==> config.mk <==
export PLATFORM = sky130hd
export DESIGN_NAME = mux_8_1_scan_ctrl
export DESIGN_NICKNAME = d
export VERILOG_FILES = /design/src/rtl/mux_scan_pkg.sv /design/src/rtl/mux_scan_settle_cnt.sv /design/src/rtl/mux_8_1_scan_ctrl.sv
export SDC_FILE = /design/constraint.sdc
export NUM_CORES = 1
export LEC_CHECK = 0
export CAP_MARGIN = 20
export CORE_MARGIN = 4
export CORE_UTILIZATION = 35
export DETAILED_ROUTE_END_ITERATION = 8
export HOLD_SLACK_MARGIN = 0.08
export PLACE_DENSITY = 0.56
export REMOVE_ABC_BUFFERS = 1
export SETUP_SLACK_MARGIN = 0.15
export SYNTH_ARGS = -nofsm -noshare
export SYNTH_HDL_FRONTEND = slang
export SYNTH_SLANG_ARGS = --single-unit
==> constraint.sdc <==
create_clock -name clk -period 2.4 [get_ports clk]
set_clock_uncertainty 0.05 [all_clocks]
set_input_delay 0.48 -clock clk [delete_from_list [all_inputs] [get_ports clk]]
set_output_delay 0.48 -clock clk [all_outputs]
set_load 0.02 [all_outputs]
==> src/rtl/mux_scan_pkg.sv <==
// Shared types and sizing for the mux_8_1 select sequencer / sampler.
package mux_scan_pkg;

  localparam int unsigned NUM_IN = 8;
  localparam int unsigned SEL_W  = $clog2(NUM_IN);
  localparam int unsigned CNT_W  = 4;

  typedef enum logic [1:0] {
    IDLE,
    SETTLE,
    SAMPLE,
    DONE
  } scan_state_t;

endpackage

==> src/rtl/mux_scan_settle_cnt.sv <==
// Loadable settle down-counter; expire flags the last settle cycle (count==1).
module mux_scan_settle_cnt
  import mux_scan_pkg::*;
(
  input  logic             clk,
  input  logic             rst,
  input  logic             load,
  input  logic             dec,
  input  logic [CNT_W-1:0] load_val,
  output logic             expire
);

  logic [CNT_W-1:0] count;

  always_ff @(posedge clk) begin
    if (rst) begin
      count <= '0;
    end else if (load) begin
      count <= load_val;
    end else if (dec && (count != '0)) begin
      count <= count - 1'b1;
    end
  end

  assign expire = (count == CNT_W'(1));

endmodule

==> src/rtl/mux_8_1_scan_ctrl.sv <==
// Steps mux_8_1 selects 0..7, samples mux_out into an 8-bit word after each
// settle window, and hands the finished word out on a valid/ready port.
module mux_8_1_scan_ctrl
  import mux_scan_pkg::*;
#(
  parameter int unsigned SETTLE_CYCLES = 1
) (
  input  logic              clk,
  input  logic              rst,
  input  logic              start,
  output logic              S0,
  output logic              S1,
  output logic              S2,
  input  logic              mux_out,
  output logic [NUM_IN-1:0] data_o,
  output logic              valid_o,
  input  logic              ready_i,
  output logic              busy_o
);

  localparam logic [CNT_W-1:0] SETTLE_LD = CNT_W'(SETTLE_CYCLES);
  localparam logic [SEL_W-1:0] SEL_LAST  = SEL_W'(NUM_IN - 1);
  // With no settle window every select step goes straight to sampling.
  localparam scan_state_t FIRST_STEP = (SETTLE_CYCLES == 0) ? SAMPLE : SETTLE;

  scan_state_t       state, state_nx;
  logic [SEL_W-1:0]  sel, sel_nx;
  logic [NUM_IN-1:0] shadow, shadow_nx, data_nx;
  logic              valid_nx;
  logic              cnt_load, cnt_dec, cnt_expire;

  mux_scan_settle_cnt u_settle_cnt (
    .clk      (clk),
    .rst      (rst),
    .load     (cnt_load),
    .dec      (cnt_dec),
    .load_val (SETTLE_LD),
    .expire   (cnt_expire)
  );

  always_ff @(posedge clk) begin
    if (rst) begin
      state   <= IDLE;
      sel     <= '0;
      shadow  <= '0;
      data_o  <= '0;
      valid_o <= 1'b0;
    end else begin
      state   <= state_nx;
      sel     <= sel_nx;
      shadow  <= shadow_nx;
      data_o  <= data_nx;
      valid_o <= valid_nx;
    end
  end

  always_comb begin
    state_nx  = state;
    sel_nx    = sel;
    shadow_nx = shadow;
    data_nx   = data_o;
    valid_nx  = valid_o;
    cnt_load  = 1'b0;
    cnt_dec   = 1'b0;
    case (state)
      IDLE: begin
        if (start) begin
          state_nx = FIRST_STEP;
          sel_nx   = '0;
          cnt_load = 1'b1;
        end
      end
      SETTLE: begin
        cnt_dec = 1'b1;
        if (cnt_expire) state_nx = SAMPLE;
      end
      SAMPLE: begin
        shadow_nx[sel] = mux_out;
        if (sel == SEL_LAST) begin
          // Last bit bypasses the shadow so the word publishes this edge.
          data_nx      = shadow;
          data_nx[sel] = mux_out;
          valid_nx     = 1'b1;
          state_nx     = DONE;
        end else begin
          sel_nx   = sel + 1'b1;
          cnt_load = 1'b1;
          state_nx = FIRST_STEP;
        end
      end
      DONE: begin
        if (valid_o && ready_i) begin
          valid_nx = 1'b0;
          sel_nx   = '0;
          if (start) begin
            state_nx = FIRST_STEP;
            cnt_load = 1'b1;
          end else begin
            state_nx = IDLE;
          end
        end
      end
      default: state_nx = IDLE;
    endcase
  end

  assign {S2, S1, S0} = sel;
  assign busy_o       = (state == SETTLE) || (state == SAMPLE);

endmodule

==> impl_metrics.tcl <==
set metrics [dict create \
    antenna_cells 0 \
    cp_slowest_stage_delay_ns 0.62 \
    synthFlopType "dfxtp_1" \
    yosys.cell_types.count 40 \
    synth.area.top_cells "dfxtp_1, mux2i_1, ha_1" \
    yosys.area.top_type "dfxtp_1" \
    drv_cap 0 \
    fmaxAchievable_ghz 0.479 \
    max-clock-path-buffers 2 \
    insertion_delay_ns 0.27 \
    status "finished, final reports clean" \
    crit_path_end_kind "output port" \
    fin_crit_ns 2.09 \
    htreeDepth 1 \
    slew_headroom 0.711 \
    synthCells 152 \
    die_area_um2 5140 \
    rsz0062_at_grt "false" \
    ir_drop_uv 364 \
    finalCritPeriodShare 0.869 \
    rows 22 \
    drt-vias-per-instance 5.31 \
    yosys-top-cells-count "dfxtp_1, nor2_1, mux2i_1" \
    worstPathRequired_ns 1.87 \
    grt.total_usage 0.120 \
    layout-drive-gt1-share 0.0958 \
    pin_count 18 \
    clk_pin_slew_worst_paths_ns 0.09 \
    clkSinkCount 26 \
    num_vias 1141 \
    drt-pass1-iter-count 4 \
    ys_ff_latch 26 \
    synth_top_area_share 0.367 \
    syn_avg_cell_area_um2 9.34 \
    synth_area_um2 1420 \
    wl_per_cell_um 13.5 \
    setup_violations 0 \
    syn_to_final_growth_pct 20.9 \
    synth_edf_count 0 \
    cp_data_arrival_time_ns 1.56 \
    fin_nets 183 \
    path_max_fanout 8 \
    grt_max_degree 30 \
    critPathKind "flop to output port" \
    timing_worst_slew_pin_value_ns 0.432 \
    cts_buffers 3 \
    overflow 0 \
    final_antenna_net_count 0 \
    synthArstFlopShare 0 \
    pwr_density_cell_nw_per_um2 772 \
    die_h_um 71.7 \
    setup_tns_ns 0 \
    critPathSlowestCell "clkdlybuf4s50_1" \
    antenna_found_initial 0 \
    cts_hold_buf 0 \
    grt_pass1_vias 1104 \
    drc_errors 0 \
    coreArea_um2 3800 \
    yosysWarningCount 0 \
    routed_wirelength_mm 2.90 \
    hold_path_class "flop to flop" \
    final-hold-violation-count 0 \
    start_kind "flop" \
    synth-seq-area-share 0.367 \
    cts_root_buffer "clkbuf_8" \
    post-synth-top-count-cell "dfxtp_1" \
    path_buf_inv 2 \
    cts_tree "built" \
    n_fill_cell 373 \
    drt_iter0_drc 19 \
    maxSlewViolCount 0 \
    critPathTopFamily "buffers and inverters" \
    io_buffers 17 \
    hpwlAfterDp_mm 2.01 \
    totalPowerFinal_mw 1.33 \
    path_cells "buf_4 -> clkdlybuf4s50_1" \
    power.leakage_nw 0.660 \
    start_util 0.374 \
    routabilityCongestion 0.804 \
    grt_pass1_wl_mm 5.03 \
    stdcell_count 215 \
    dp_cells 211 \
    die_w_um 71.7 \
]
## metrics by stage
step           area [um2]   util  hold WS (ns)  setup slack (ns)
6_report             1720  0.452         0.437             0.314
5_1_grt              1720  0.452         0.478             0.254
4_1_cts              1710  0.451         0.441             0.156
3_5_place_dp         1640  0.432         0.428             0.456
3_3_place_gp         1640  0.432         0.423             0.480
2_1_floorplan        1370      -         0.407             0.451
## worst paths after layout
kind	startpoint	to	slack [ns]	cells past startpoint
setup / recovery	sel[2]$_SDFFE_PP0P_	S2	0.31	2
hold / removal	shadow[2]$_SDFFE_PP0N_	shadow[2]$_SDFFE_PP0N_	0.44	2
setup reg to reg	state[0]$_SDFFE_PP0P_	sel[1]$_SDFFE_PP0P_	0.53	6
hold reg to reg	shadow[2]$_SDFFE_PP0N_	shadow[2]$_SDFFE_PP0N_	0.44	2
## metal layers
layer  routed length (um)  GRT usage  vias up
li1                     -          -      585
met1                 1400      0.149      545
met2                 1420      0.205        9
met3                   63     0.0210        2
met4                   19     0.0459        0
met5                    0          0        -
## layout by cell type (no fill, tap or decap), types with 2 or more instances in the layout
master	count
dfxtp_1	25
nor2_1	18
clkdlybuf4s50_1	16
mux2i_1	15
a211oi_1	13
ha_1	10
buf_4	6
nand3b_1	5
nand2_1	5
inv_1	4
nand2b_1	4
nor3b_1	3
nor3_1	3
a31oi_1	3
a21oi_1	3
clkbuf_8	3
nand4_1	2
or3b_1	2
and2_1	2
o32ai_1	2
nand4b_1	2
## state kept, by name (all words and copies together), names as in the netlist
register            flops
sel                     3
valid_o                 1
data_o                  8
state                   2
shadow                  8
u_settle_cnt.count      4
## area by class of cell
type | instances | area [um2] | area share
Multi-Input combinational cell | 110 | 831 | 0.484
Timing Repair Buffer | 23 | 218 | 0.127
Tap cell | 48 | 60.1 | 0.0350
Sequential cell | 26 | 522 | 0.304
Clock buffer | 3 | 41.3 | 0.0241
Clock inverter | 1 | 30.0 | 0.0175
Inverter | 4 | 15.0 | 0.00875
## kinds of logic after synthesis
family / share of synthesized area
fa+ha+maj: 0.0881
mux: 0.114
compound gates: 0.151
buf+inv: 0.0485
simple gates: 0.233
flops: 0.367
## worst min-delay path, delay by kind of cell (launching register included)
family	cells	cell delay [ns]
AND/OR/NAND/NOR	1	0.08
AO/OA/AOI/OAI	1	0.05
flip-flops	1	0.32
## where the power goes
group,switching (mW),internal (mW),leakage (nW)
Sequential,0.0400,0.478,0.211
Clock,0.139,0.223,0.0357
Combinational,0.243,0.203,0.414
## timing repair
item | in CTS | in global routing
setup endpoints to repair | 0 | 1
buffers inserted | 0 | 0
hold endpoints to repair | 0 | 0
gates resized for setup | 0 | 2
No activity file was read; power rests on OpenSTA's default activity.
